[config.mk]
export PLATFORM = sky130hd
export DESIGN_NAME = fir_coef_controller_flat
export DESIGN_NICKNAME = d
export VERILOG_FILES = /design/src/rtl/fir_coef_controller_if.sv /design/src/rtl/fir_coef_controller.sv /design/src/flat_wrapper.sv
export SDC_FILE = /design/constraint.sdc
export NUM_CORES = 1
export LEC_CHECK = 0
export BUFFER_PORTS_ARGS = -buffer_cell sky130_fd_sc_hd__buf_4
export CAP_MARGIN = 5
export CORE_UTILIZATION = 56
export DETAILED_ROUTE_END_ITERATION = 8
export GPL_ROUTABILITY_DRIVEN = 0
export PLACE_DENSITY = 0.86
export SYNTH_ARGS = -nofsm -noshare
export SYNTH_HDL_FRONTEND = slang
export SYNTH_HIERARCHICAL = 1
export SYNTH_SLANG_ARGS = --single-unit
[constraint.sdc]
create_clock -name clk -period 2 [get_ports clk]
set_clock_uncertainty 0.05 [all_clocks]
set_input_delay 0.1 -clock clk [delete_from_list [all_inputs] [get_ports clk]]
set_output_delay 0.1 -clock clk [all_outputs]
set_load 0.05 [all_outputs]
[src/rtl/fir_coef_controller_if.sv]
// Coefficient stream handshake between a coefficient source and fir_coef_controller.
// The source drives valid/data; the controller answers with ready.
interface fir_coef_controller_if #(
    parameter int COEFFICIENT_WIDTH = 16
);
    logic                         i_coef_valid;
    logic [COEFFICIENT_WIDTH-1:0] i_coef_data;
    logic                         o_coef_ready;

    modport master (output i_coef_valid, output i_coef_data, input  o_coef_ready);
    modport slave  (input  i_coef_valid, input  i_coef_data, output o_coef_ready);
endinterface

[src/rtl/fir_coef_controller.sv]
// Run-time FIR coefficient controller: streams a shadow bank, swaps it to the active bank on sync.
// Optional running coefficient checksum enabled by macro FIR_COEF_CHECKSUM_EN.
module fir_coef_tap #(
    parameter int COEFFICIENT_WIDTH = 16
) (
    input  logic                         clk,
    input  logic                         rst,
    input  logic                         we,
    input  logic                         swap,
    input  logic [COEFFICIENT_WIDTH-1:0] d,
    output logic [COEFFICIENT_WIDTH-1:0] q
);
    logic [COEFFICIENT_WIDTH-1:0] shadow;

    always_ff @(posedge clk or negedge rst) begin
        if (!rst) begin
            shadow <= '0;
            q      <= '0;
        end else begin
            if (we)   shadow <= d;
            if (swap) q      <= shadow;
        end
    end
endmodule

module fir_coef_controller #(
    parameter int FILTER_LENGTH     = 8,
    parameter int COEFFICIENT_WIDTH = 16,
    parameter int SETTLE_CYCLES     = 2,
    localparam int IDX_W            = (FILTER_LENGTH > 1) ? $clog2(FILTER_LENGTH) : 1
) (
    input  logic                                             clk,
    input  logic                                             rst,
    input  logic                                             i_start,
    input  logic                                             i_abort,
    input  logic                                             i_sync,
    fir_coef_controller_if.slave                             coef,
    output logic [FILTER_LENGTH-1:0][COEFFICIENT_WIDTH-1:0]  coefficients,
    output logic [IDX_W-1:0]                                 o_coef_idx,
    output logic                                             o_busy,
    output logic                                             o_settling,
    output logic                                             o_done,
    output logic [COEFFICIENT_WIDTH+7:0]                     o_checksum
);
    localparam logic [1:0] S_IDLE   = 2'd0;
    localparam logic [1:0] S_LOAD   = 2'd1;
    localparam logic [1:0] S_ARMED  = 2'd2;
    localparam logic [1:0] S_SETTLE = 2'd3;

    logic [1:0]               state;
    logic [IDX_W-1:0]         idx;
    logic [SETTLE_CYCLES:0]   vld_pipe;
    logic                     xfer, wr_ok, last, swap;
    logic [FILTER_LENGTH-1:0] wr_en;

    assign coef.o_coef_ready = (state == S_LOAD);
    assign xfer  = coef.i_coef_valid && (state == S_LOAD);
    // Abort beats a coincident transfer, so the dropped word never reaches the shadow bank.
    assign wr_ok = xfer && !i_abort;
    assign last  = (idx == IDX_W'(FILTER_LENGTH - 1));
    assign swap  = (state == S_ARMED) && i_sync && !i_abort;

    assign o_coef_idx = idx;
    assign o_busy     = (state != S_IDLE);
    assign o_settling = (state == S_SETTLE);
    assign o_done     = vld_pipe[SETTLE_CYCLES];

    always_ff @(posedge clk or negedge rst) begin
        if (!rst) begin
            state <= S_IDLE;
            idx   <= '0;
        end else begin
            case (state)
                S_IDLE: begin
                    if (i_start) begin
                        state <= S_LOAD;
                        idx   <= '0;
                    end
                end
                S_LOAD: begin
                    if (i_abort) begin
                        state <= S_IDLE;
                        idx   <= '0;
                    end else if (xfer) begin
                        if (last) begin
                            state <= S_ARMED;
                            idx   <= '0;
                        end else begin
                            idx <= idx + IDX_W'(1);
                        end
                    end
                end
                S_ARMED: begin
                    if (i_abort) begin
                        state <= S_IDLE;
                        idx   <= '0;
                    end else if (i_sync) begin
                        state <= S_SETTLE;
                    end
                end
                default: begin
                    if (vld_pipe[SETTLE_CYCLES-1]) state <= S_IDLE;
                end
            endcase
        end
    end

    // Bit j marks the (j+1)th cycle after the swap edge; the top bit is the done cycle.
    always_ff @(posedge clk or negedge rst) begin
        if (!rst) vld_pipe <= '0;
        else      vld_pipe <= {vld_pipe[SETTLE_CYCLES-1:0], swap};
    end

    for (genvar t = 0; t < FILTER_LENGTH; t++) begin : g_tap
        assign wr_en[t] = wr_ok && (idx == IDX_W'(t));
        fir_coef_tap #(.COEFFICIENT_WIDTH(COEFFICIENT_WIDTH)) u_tap (
            .clk  (clk),
            .rst  (rst),
            .we   (wr_en[t]),
            .swap (swap),
            .d    (coef.i_coef_data),
            .q    (coefficients[t])
        );
    end

`ifdef FIR_COEF_CHECKSUM_EN
    logic [COEFFICIENT_WIDTH+7:0] cksum;

    always_ff @(posedge clk or negedge rst) begin
        if (!rst)
            cksum <= '0;
        else if ((state == S_IDLE) && i_start)
            cksum <= '0;
        else if (wr_ok)
            cksum <= cksum + {{8{coef.i_coef_data[COEFFICIENT_WIDTH-1]}}, coef.i_coef_data};
    end

    assign o_checksum = cksum;
`else
    assign o_checksum = '0;
`endif
endmodule

[src/flat_wrapper.sv]
// flat-port wrapper written by rule: the top's interface ports become plain ports
module fir_coef_controller_flat 
#(
    parameter int FILTER_LENGTH     = 8,
    parameter int COEFFICIENT_WIDTH = 16,
    parameter int SETTLE_CYCLES     = 2,
    localparam int IDX_W            = (FILTER_LENGTH > 1) ? $clog2(FILTER_LENGTH) : 1
)
  (clk, rst, i_start, i_abort, i_sync, coefficients, o_coef_idx, o_busy, o_settling, o_done, o_checksum, coef_i_coef_valid, coef_i_coef_data, coef_o_coef_ready);
  fir_coef_controller_if #(.COEFFICIENT_WIDTH(COEFFICIENT_WIDTH)) coef_i ();
  input  logic clk;
  input  logic rst;
  input  logic i_start;
  input  logic i_abort;
  input  logic i_sync;
  output logic [FILTER_LENGTH-1:0][COEFFICIENT_WIDTH-1:0] coefficients;
  output logic [IDX_W-1:0] o_coef_idx;
  output logic o_busy;
  output logic o_settling;
  output logic o_done;
  output logic [COEFFICIENT_WIDTH+7:0] o_checksum;
  input wire logic [$bits(coef_i.i_coef_valid)-1:0] coef_i_coef_valid;
  input wire logic [$bits(coef_i.i_coef_data)-1:0] coef_i_coef_data;
  output wire logic [$bits(coef_i.o_coef_ready)-1:0] coef_o_coef_ready;
  assign coef_i.i_coef_valid = coef_i_coef_valid;
  assign coef_i.i_coef_data = coef_i_coef_data;
  assign coef_o_coef_ready = coef_i.o_coef_ready;
  fir_coef_controller #(.FILTER_LENGTH(FILTER_LENGTH), .COEFFICIENT_WIDTH(COEFFICIENT_WIDTH), .SETTLE_CYCLES(SETTLE_CYCLES)) u_core (.clk(clk), .rst(rst), .i_start(i_start), .i_abort(i_abort), .i_sync(i_sync), .coef(coef_i), .coefficients(coefficients), .o_coef_idx(o_coef_idx), .o_busy(o_busy), .o_settling(o_settling), .o_done(o_done), .o_checksum(o_checksum));
endmodule
### Word-level counts from Yosys, hierarchy flattened

Index checks and enable logic that the tools add are counted.

* logic and storage cells: 69
* input bits: 22
* register bits: 264

* reductions and logical operators: 20
* add/sub/neg operators: 1
* equal/unequal tests: 15
* muxes and demuxes: 14

Operator list (count)
* 2-to-1 mux 3 bit: 5
* 2-to-1 mux 2 bit: 7
* == test 3 bit (second input constant): 4
* logical AND 1 bit: 12
* case mux 3 bit (3 select lines): 1
* == test 3 x 2 -> 1 bit (second input constant): 2
* != test 3 x 2 -> 1 bit (second input constant): 2
* case mux 2 bit (3 select lines): 1
* AND reduction 5 bit: 1
* == test 2 bit (second input constant): 2
* != test 2 bit (second input constant): 2
* AND reduction 4 bit: 1
* nonzero test 4 bit: 1
* adder 3 x 1 -> 3 bit (second input constant): 1
* == test 3 x 1 -> 1 bit (second input constant): 1
* zero test 3 bit: 1
* != test 3 bit (second input constant): 1
* nonzero test 3 bit: 1
* == test 2 x 1 -> 1 bit (second input constant): 1
* zero test 2 bit: 1
* nonzero test 2 bit: 1
* zero test 1 bit: 1

### Logic depth before layout (Yosys ltp)

Gate-level depths: netlist (run 1).

* depth in word-level cells: 5
* depth in mapped cells: 7

### Modules after synthesis

The synthesis (run 1) kept the hierarchy.

Modules (own cells, without submodules)
* fir_coef_tap: area an instance 1298.7 um^2, times used 8, seq. area each 800.8 um^2, cells an instance 68
* fir_coef_controller: area an instance 749.5 um^2, times used 1, seq. area each 200.2 um^2, cells an instance 81

### Worst setup path before layout (run 1)

Ideal clock, no wire load.

* path type: flip-flop to flip-flop
* start point: register u_core.state[0]
* end point: register u_core.g_tap[0].u_tap.shadow[10]
* data required time: 1.825 ns
* setup time: 0.125 ns
* cell stages (with the launch flop): 8
* buffers on the path: 2
* setup slack: -0.182 ns
* period minus slack after synthesis: 2.182 ns
* arrival time: 2.007 ns
* cell sequence: dfrtp_1 > nor2b_2 > nand2_2 > nor3_2 > and2_1 > buf_6 > buf_12 > mux2_4

* cells in the longest elaborated chain, start to end: 4

Ends and longest elaborated chain
* start, declared: RTL line fir_coef_controller.sv:50 `logic [1:0] state;`
* start signal, assigned: RTL line fir_coef_controller.sv:70 `state <= S_IDLE;`
* start signal, assigned: RTL line fir_coef_controller.sv:76 `state <= S_LOAD;`
* start signal, assigned: RTL line fir_coef_controller.sv:82 `state <= S_IDLE;`
* == test 2 x 1 -> 1 bit
* named net coef_o_coef_ready: RTL line flat_wrapper.sv:24 `output wire logic [$bits(coef_i.o_coef_ready)-1:0] coef_o_coef_ready;`
* logical AND 1 bit: RTL line fir_coef_controller.sv:57 `assign xfer = coef.i_coef_valid && (state == S_LOAD);`
* logical AND 1 bit: RTL line fir_coef_controller.sv:59 `assign wr_ok = xfer && !i_abort;`
* logical AND 1 bit: RTL line fir_coef_controller.sv:115 `assign wr_en[t] = wr_ok && (idx == IDX_W'(t));`
* named net u_core.wr_en[0]: RTL line fir_coef_controller.sv:54 `logic [FILTER_LENGTH-1:0] wr_en;`
* end signal, assigned: RTL line fir_coef_controller.sv:17 `shadow <= '0;`
* end signal, assigned: RTL line fir_coef_controller.sv:20 `if (we) shadow <= d;`
* end, declared: RTL line fir_coef_controller.sv:13 `logic [COEFFICIENT_WIDTH-1:0] shadow;`

The timed path passes the listed nets, and every way through them passes these cells.
A chain may end at the register's enable or synchronous reset.

### Final worst setup path (run 1)

* start point: register u_core.idx[0] (netlist: u_core/o_coef_idx[0])
* end point: register u_core.state[1]

* cells in the longest elaborated chain, start to end: 3

Ends and longest elaborated chain
* start, declared: RTL line fir_coef_controller.sv:51 `logic [IDX_W-1:0] idx;`
* start signal, assigned: RTL line fir_coef_controller.sv:89 `idx <= idx + IDX_W'(1);`
* == test 3 bit: RTL line fir_coef_controller.sv:60 `assign last = (idx == IDX_W'(FILTER_LENGTH - 1));`
* != test 3 x 2 -> 1 bit (no source line)
* AND reduction 5 bit (no source line)

Every way passes these cells.

==> results.cfg, run 1 <==
[sta]
hold_viol = 0
finalMaxSlewViolations = 0
setup_viol = 0
tightest_slew_ps = 529
slew_headroom = 0.648
setup_tns_ps = 0
min_period_ps = 1870
max_freq_mhz = 535
rsz0062_at_grt = no
min_period_over_period = 0.934

[route]
viasPerCell = 5.15
m1WireLength_um = 9950
wl_met3_um = 1040
dr.pass1.iters = 4
wl_met2_um = 10800
drt_iter0_drc = 300
vias = 5672
routed.top_layer = met4
route.detailed.drc = 0
finalWirelength_um = 22100
antenna_left = 0
post_drt_wl_per_cell_um = 20.0

[job]
cap_violations = 0

[clocking]
clk_latency_ps = 510
cts_sinks = 264
tritoncts = yes
cts_max_path_buffers = 3
clkTransAtPathRegs_ps = 60
cts_root_buf = clkbuf_16
cts_buffers = 27
post_cts_buffers = 0
h-tree-depth = 1

[floorplanning]
coreArea_mm2 = 0.0195
die_w_um = 143
dieHeight_um = 143
dieArea_mm2 = 0.0205
io_pins = 181
start_util = 0.572
rows = 51

[logic_synthesis]
synth_compound_gate_area_share = 0.00550
ys_warn_count = 6
synth_top_family_by_area = multiplexers
synthXorXnorAreaFrac = 0
synthCells = 625
synth_area_leader_cell = dfrtp_1
synth_area_leaders = dfrtp_1 (59%), mux2_4 (22%), mux2_2 (9.7%), buf_12 (2.9%), buf_4 (1.6%)
syn-cell-area_mm2 = 0.0111
synth_seq_cells = 264
synth_fa_ha_area_frac = 0.00786
synth_cell_types = 27
synthMuxAreaShare = 0.316
synth_top_area_frac = 0.593
avgSynthCellArea_um2 = 17.8
yosys.area_share.simple = 0.0138
synth-seq-area-share = 0.593

[setup_path]
path_common_cell = ha_1
reg2reg_depth = 5
crit_cells = 5
r2r_end = u_core/state[1]
end_kind = flip-flop
required_ps = 2340
critPathTopFamily = buffers and inverters
crit_chain = ha_1 -> ha_1 -> a31oi_1 -> o21ai_0 -> dlygate4sd3_1
path_class = reg2reg
cp_max_fo = 6
r2r_setup_slack_ps = 130
crit_slowest_cell = dlygate4sd3_1
crit_end = u_core/state[1]
worst-path-buf-inv = 1
crit_start = u_core/o_coef_idx[0]
r2r_start = u_core/o_coef_idx[0]
crit_path_start_kind = flip-flop
critical_path_arrival_ps = 2210
slowest_delay_ps = 560

[hold_path]
hold_class = in2async

[global_route]
grt_pass1_wl_um = 35100
antenna_found_initial = 0
grt_overflow_total = 0
track_usage = 0.223
grt_pass1_vias = 6093
grt_max_degree = 74

[cells_and_area]
drive_gt1_frac = 0.582
antenna_cells = 0
area_growth_pct = 21.1
register_area_mm2 = 0.00661
nNetsFinal = 849
num-fill-cells = 1279
multiInputGateArea_mm2 = 0.00393
final_common_cell = dfrtp_1
mostFrequentLayoutCells = dfrtp_1 (262), buf_4 (162), mux2_4 (162)

[power_and_ir_drop]
power.leakage_nw = 6.88
p_per_area_mw_per_mm2 = 976
peakVddDrop_v = 0.000544
p_total_mw = 13.2

[placed_design]
dpl.hpwl_um = 14300
port_buffers = 156

[run_status]
status = finished, final reports clean
synthesized netlist by cell type:
library cell,n
nor2b_2,1
mux2i_1,1
o21ai_0,1
a311oi_1,1
buf_12,16
a21oi_1,3
mux2_4,162
inv_2,1
buf_6,16
o221ai_4,1
nor2b_1,3
nand2_1,3
nor3_2,2
nor2_1,3
dfrtp_1,264
and2_1,7
conb_1,1
nor3_1,1
nand3b_1,1
buf_4,24
and3_1,2
nand2_2,1
a31oi_1,1
mux2_2,96
or2_4,1
ha_1,7
inv_1,5
final cells by class:
cell class / instances / share of cell area
clock inverter: 8 / 0.00705
multi-input combinational: 322 / 0.291
sequential: 264 / 0.490
clock buffer: 38 / 0.0583
timing repair buffer: 199 / 0.128
inverter: 6 / 0.00167
tap: 265 / 0.0246
registers in the layout, indices dropped and copies added, names as in the netlist:
| register | count |
|---|---|
| u_core/g_tap.u_tap/q | 128 |
| u_core/vld_pipe | 3 |
| u_core/state | 2 |
| u_core/o_coef_idx | 3 |
| u_core/g_tap.u_tap/shadow | 128 |
worst register-to-register path, stage by stage, from the launching register on:
cell	delay [ps]
dfrtp_2	450
ha_1	250
ha_1	210
a31oi_1	140
o21ai_0	90
dlygate4sd3_1	560
timing repair:
item,CTS,global route
gates resized for setup,0,1
hold buffers,23,0
endpoints found under the setup margin,0,70
endpoints found under the hold margin,382,0
metal layers:
layer,track usage,up-vias
li1,-,2519
met1,0.311,2974
met2,0.370,153
met3,0.0372,26
met4,0.0458,0
met5,0,-
per-stage QoR:
stage	util	hold WS (ps)	cells	area, um2	setup slack (ps)
3_3_place_gp	0.636	37.6	1033	12400	185
2_1_floorplan	-	-246	648	11200	7.16
4_1_cts	0.693	92.8	1102	13500	96.8
5_1_grt	0.693	119	1102	13500	20.3
3_5_place_dp	0.636	41.7	1033	12400	100
6_report	0.693	79.3	1102	13500	132
how the worst min path moves through the flow:
stage                     from                         endpoint  slack, ps  cells past startpoint
after detailed placement   rst  u_core/g_tap[4].u_tap/shadow[9]         40                      1
after global routing       rst       u_core/g_tap[0].u_tap/q[8]        120                      2
after floorplan            rst       u_core/g_tap[0].u_tap/q[0]       -250                      0
after global placement     rst  u_core/g_tap[4].u_tap/shadow[8]         40                      1
final                      rst  u_core/g_tap[4].u_tap/shadow[9]         80                      2
after CTS                  rst       u_core/g_tap[0].u_tap/q[7]         90                      2
power breakdown:
part / leakage [nW] / internal (mW) / switching [mW]
sequential: 3.61 / 6.00 / 0.426
combinational: 2.84 / 0.950 / 0.853
clock: 0.432 / 2.98 / 1.97
total: 6.88 / 9.92 / 3.25
cells by family (layout without fill, tap and decap cells):
| group | Yosys count | after routing |
|---|---|---|
| compound gates | 7 | 7 |
| buf+inv | 62 | 251 |
| other cells | 1 | 24 |
| simple gates | 25 | 25 |
| fa+ha+maj | 7 | 7 |
| flops | 264 | 264 |
| mux | 259 | 259 |
Note: power is estimated with default switching activity, not from simulation.
==> run 2, diff against run 1 <==
--- a/config.mk
+++ b/config.mk
@@ -10,8 +10,7 @@
 export CORE_UTILIZATION = 56
 export DETAILED_ROUTE_END_ITERATION = 8
 export GPL_ROUTABILITY_DRIVEN = 0
-export PLACE_DENSITY = 0.86
+export PLACE_DENSITY = 0.87
 export SYNTH_ARGS = -nofsm -noshare
 export SYNTH_HDL_FRONTEND = slang
-export SYNTH_HIERARCHICAL = 1
 export SYNTH_SLANG_ARGS = --single-unit
==> run 2 against run 1 <==
  * Die area down 8.2%
  * First-iteration DRC count down 36%
  * Wire length down 4.4%
  * Via count up 0.78%
  * Clock power down 2%
  * Critical path depth unchanged
  * Area after synthesis down 8.3%
==> results.cfg, run 2 <==
[power_and_ir_drop]
p_per_area_mw_per_mm2 = 952
power.leakage_nw = 6.79
peakVddDrop_v = 0.000771

[global_route]
grt_overflow_total = 0
grt_pass1_wl_um = 32900
grt_pass1_vias = 6080
antenna_found_initial = 0
grt_max_degree = 64
track_usage = 0.230

[clocking]
cts_max_path_buffers = 3
h-tree-depth = 1
tritoncts = yes
cts_sinks = 264
clk_latency_ps = 510
cts_buffers = 26
cts.repair.resized = 0
cts_root_buf = clkbuf_16
clkTransAtPathRegs_ps = 60

[hold_path]
hold_class = in2reg

[sta]
finalMaxSlewViolations = 0
hold_viol = 0
min_period_ps = 1930
min_period_over_period = 0.964
setup_tns_ps = 0
setup_viol = 0
tightest_slew_ps = 501
max_freq_mhz = 519
finalWorstSetupSlack_ps = 72.4
rsz0062_at_grt = no
slew_headroom = 0.666

[route]
finalWirelength_um = 21100
post_drt_wl_per_cell_um = 19.8
vias = 5716
drt_iter0_drc = 193
dr.pass1.iters = 4
antenna_left = 0
route.detailed.drc = 0
viasPerCell = 5.37

[floorplanning]
dieArea_mm2 = 0.0188
die_w_um = 137
rows = 49
dieHeight_um = 137
coreArea_mm2 = 0.0179
start_util = 0.570
io_pins = 181

[logic_synthesis]
synthCells = 618
yosysMostFrequentCell = dfrtp_1
synth_cell_types = 28
synth_area_leaders = dfrtp_1 (65%), mux2_2 (21%), mux2_1 (6.9%), buf_4 (1.8%), mux2_4 (1.5%)
async_reset_ff_frac = 1.00
ys_warn_count = 0
synth_area_leader_cell = dfrtp_1
synth_top_area_frac = 0.647
avgSynthCellArea_um2 = 16.5
synth_commonest_cells = dfrtp_1 (264), mux2_2 (186), mux2_1 (63), buf_4 (25), buf_2 (20)
synth_seq_cells = 264
synth_edf_count = 0
ys.flop_type = dfrtp_1
syn-cell-area_mm2 = 0.0102
synth-seq-area-share = 0.647

[cells_and_area]
layout.cells.non_filler = 1065
drive_gt1_frac = 0.504
antenna_cells = 0
final_util = 0.715
final_common_cell = dfrtp_1
mostFrequentLayoutCells = dfrtp_1 (261), mux2_2 (186), buf_4 (168)
area_growth_pct = 25.3
nNetsFinal = 846
top_regs = u_core.g_tap.u_tap.q (128), u_core.g_tap.u_tap.shadow (128)

[setup_path]
crit_slowest_cell = dfrtp_1
cp_max_fo = 14
critPathTopFamily = simple AND/OR/NAND/NOR gates
critical_path_arrival_ps = 2260
crit_chain = and2b_4 -> nand3_1 -> nor3b_4 -> buf_12 -> mux2_1
slowest_delay_ps = 470
required_ps = 2330
worst-path-buf-inv = 1
crit_path_start_kind = flip-flop
path_class = reg2reg
end_kind = flip-flop

[placed_design]
dp_cells = 999
dp_slack_ps = 105
port_buffers = 156
dpl.hpwl_um = 14400

[job]
cap_violations = 0

[run_status]
status = finished, final reports clean
[run 2: cell count changes after synthesis, sizes merged, moves of 3 or more]
cell / before / now
nor2b: 4 / 0
nor3b: 0 / 3
and2: 7 / 0
buf: 56 / 48
[run 2: tightest hold or removal path: cells and delay by family]
family / cells / cell delay [ps]
AO/OA/AOI/OAI: 2 / 290
buffers and inverters: 1 / 110
AND/OR/NAND/NOR: 1 / 50
[run 2: final timing paths]
path                               startpoint  cells past startpoint  slack (ps)                          endpoint
max                           u_core.state[0]                      5          70   u_core.g_tap[4].u_tap.shadow[7]
min                         coef_i_coef_valid                      4          50                   u_core.state[0]
max reg2reg                   u_core.state[0]                      5          70   u_core.g_tap[4].u_tap.shadow[7]
min reg2reg                u_core.vld_pipe[0]                      0         310                u_core.vld_pipe[1]
max in group asynchronous                 rst                      3        1140        u_core.g_tap[1].u_tap.q[8]
min in group asynchronous                 rst                      2          90  u_core.g_tap[3].u_tap.shadow[12]
[run 2: where the power goes]
part,leakage (nW),total [mW],switching [mW],internal [mW]
Combinational,2.75,1.12,0.596,0.528
Sequential,3.61,6.22,0.307,5.91
Clock,0.423,4.83,1.89,2.95
[run 2: logic make-up (layout without fill, tap and decap cells)]
| kind of cell | after synthesis | in the layout | share of synthesized area |
|---|---|---|---|
| AOI/OAI and AO/OA | 6 | 6 | 0.00380 |
| DFF | 264 | 264 | 0.647 |
| other | 1 | 24 | 0.000367 |
| and+or+nand+nor | 27 | 27 | 0.0183 |
| adders and majority gates | 6 | 6 | 0.00735 |
| buffers and inverters | 55 | 250 | 0.0341 |
| muxes | 259 | 259 | 0.289 |
[run 2: final cells by class]
type | instances | area [um2]
sequential | 264 | 6610
fill | 1104 | 5110
multi-input combinational | 322 | 3360
timing repair buffer | 198 | 1660
clock buffer | 42 | 792
tap | 229 | 287
clock inverter | 4 | 70.1
inverter | 6 | 22.5
[run 2: layer usage]
metal / wire length [um] / share of wire / global-route usage
met4: 451 / 0.021 / 0.0617
met5: 0 / 0 / 0
met1: 8610 / 0.41 / 0.290
met3: 1290 / 0.061 / 0.0500
met2: 10700 / 0.51 / 0.399
[run 2: timing repair]
item | 4_1_cts | 5_1_grt
hold endpoints to repair | 394 | 0
hold buffers | 20 | 0
setup buffers | 0 | 0
[run 2: metrics by stage]
step                hold slack [ps]  power (mW)  area (um2)
detailed placement             36.3        7.42       11700
global route                    114        12.6       12800
global placement               26.1        7.29       11700
CTS                            28.9        12.3       12800
floorplan                      -246        6.95       10300
finish                         49.5        12.2       12800
==> run 3, diff against run 2 <==
--- a/config.mk
+++ b/config.mk
@@ -7,10 +7,10 @@
 export LEC_CHECK = 0
 export BUFFER_PORTS_ARGS = -buffer_cell sky130_fd_sc_hd__buf_4
 export CAP_MARGIN = 5
-export CORE_UTILIZATION = 56
+export CORE_UTILIZATION = 60
 export DETAILED_ROUTE_END_ITERATION = 8
 export GPL_ROUTABILITY_DRIVEN = 0
-export PLACE_DENSITY = 0.87
+export PLACE_DENSITY = 0.92
 export SYNTH_ARGS = -nofsm -noshare
 export SYNTH_HDL_FRONTEND = slang
 export SYNTH_SLANG_ARGS = --single-unit
==> constraint.sdc (replaced) <==
create_clock -name clk -period 2.3 [get_ports clk]
set_clock_uncertainty 0.05 [all_clocks]
set_input_delay 0.115 -clock clk [delete_from_list [all_inputs] [get_ports clk]]
set_output_delay 0.115 -clock clk [all_outputs]
set_load 0.05 [all_outputs]
==> run 3 against run 2 <==
  * Register-to-register slack improved by 180 ps
  * Utilization rose by 5.1 points
  * Global-route usage rose by 2.7 points
  * Largest cell class unchanged
==> results.cfg, run 3 (synthesis results as in run 2) <==
[sta]
finalMaxSlewViolations = 0
setup_viol = 0
tightest_slew_ps = 622
min_period_over_period = 0.889
slew_headroom = 0.585
rsz0062_at_grt = no
finalWorstSetupSlack_ps = 256
setup_tns_ps = 0
hold_slack_ps = 153
max_freq_mhz = 489
hold_viol = 0
min_period_ps = 2040

[power_and_ir_drop]
swShare = 0.234
internal_power_mw = 8.15
p_clk_frac = 0.399
p_total_mw = 10.6
p_comb_frac = 0.092
p_switching_mw = 2.49
seqPwrFrac = 0.509
power.leakage_nw = 6.75
p_per_area_mw_per_mm2 = 838
peakVddDrop_v = 0.000688

[setup_path]
crit_path_start_kind = flip-flop
cp_max_fo = 16
critical_path_arrival_ps = 2380
path_class = reg2reg
required_ps = 2630
end_kind = flip-flop

[job]
cap_violations = 0

[clocking]
clkTransAtPathRegs_ps = 60
cts_buffers = 26
cts_sinks = 264
clk_latency_ps = 510
cts_max_path_buffers = 3
tritoncts = yes
h-tree-depth = 1
cts_root_buf = clkbuf_16

[placed_design]
post_dp_cell_area_mm2 = 0.0116
dp_cells = 982
port_buffers = 156
dpl.hpwl_um = 14200
dp_slack_ps = 291

[cells_and_area]
num-fill-cells = 943
mostFrequentLayoutCells = dfrtp_1 (264), mux2_2 (186), buf_4 (163)
drive_gt1_frac = 0.499
antenna_cells = 0
layout.cells.non_filler = 1049
design_area_mm2 = 0.0127
final_common_cell = dfrtp_1
final_util = 0.765
area_growth_pct = 24.3
top_regs = u_core.g_tap.u_tap.q (128), u_core.g_tap.u_tap.shadow (128)
nNetsFinal = 838

[route]
antenna_left = 0
viasPerCell = 5.46
drt_iter0_drc = 284
finalWirelength_um = 21600
post_drt_wl_per_cell_um = 20.6
route.detailed.drc = 0
dr.pass1.iters = 6
vias = 5725

[hold_path]
hold_class = in2async

[global_route]
antenna_found_initial = 0
grt_overflow_total = 0
grt_max_degree = 85
grt_pass1_vias = 6249
track_usage = 0.256
grt_pass1_wl_um = 34600

[floorplanning]
die_w_um = 132
dieArea_mm2 = 0.0175
start_util = 0.616
coreArea_mm2 = 0.0166
rows = 47
dieHeight_um = 132
io_pins = 181

[run_status]
status = finished, final reports clean
[run 3: changes by cell type in the layout (fill, tap and decap cells not counted), moves of 3 or more]
cell      before  now
buf_4        168  163
buf_12         9    6
clkbuf_1       9    6
clkinv_2       2    5
dfrtp_1      261  264
dfrtp_2        3    0
[run 3: cell type report]
type | instances | area (um2) | share of cell area
flip-flops and latches | 264 | 6610 | 0.521
clock buffers | 39 | 781 | 0.0615
clock inverters | 8 | 92.6 | 0.00730
well taps | 220 | 275 | 0.0217
inverters | 6 | 22.5 | 0.00177
repair buffers | 190 | 1560 | 0.123
multi-input cells | 322 | 3350 | 0.264
[run 3: power groups by stage]
stage	Clock [mW]	Sequential [mW]	Combinational [mW]
after global placement	0	5.43	0.879
after global routing	4.49	5.47	1.06
final	4.24	5.42	0.976
after CTS	4.33	5.42	0.992
after floorplan	0	5.41	0.637
after detailed placement	0	5.50	0.952
[run 3: worst max-delay path, cell delays in order (launching register included)]
cell and delay, ps:
dfrtp_1 480, and2b_2 310, nand3_1 200, nor3b_4 220
buf_4 270, mux2_1 370
[run 3: timing repair]
action | in CTS | in global routing
endpoints found under the hold margin | 211 | 0
hold buffers | 20 | 0
buffers inserted | 0 | 0
gates resized for setup | 0 | 0
[run 3: worst paths after layout]
kind	from	endpoint	slack, ps	cells past startpoint
min in group clk	i_sync	u_core.vld_pipe[0]	190	3
setup / recovery	u_core.state[1]	u_core.g_tap[5].u_tap.shadow[9]	260	5
hold reg to reg	u_core.vld_pipe[0]	u_core.vld_pipe[1]	310	0
hold / removal	rst	u_core.g_tap[3].u_tap.shadow[13]	150	2
max in group asynchronous	rst	u_core.g_tap[2].u_tap.q[4]	1270	3
setup reg to reg	u_core.state[1]	u_core.g_tap[5].u_tap.shadow[9]	260	5
[run 3: metal layers]
metal  routed length, um  up-vias  global-route usage  share of wire
li1                    -     2522                   -              -
met1                8870     2982               0.328           0.41
met2               10900      182               0.447           0.51
met3                1270       39              0.0475          0.059
met4                 502        0              0.0773          0.023
met5                   0        -                   0              0
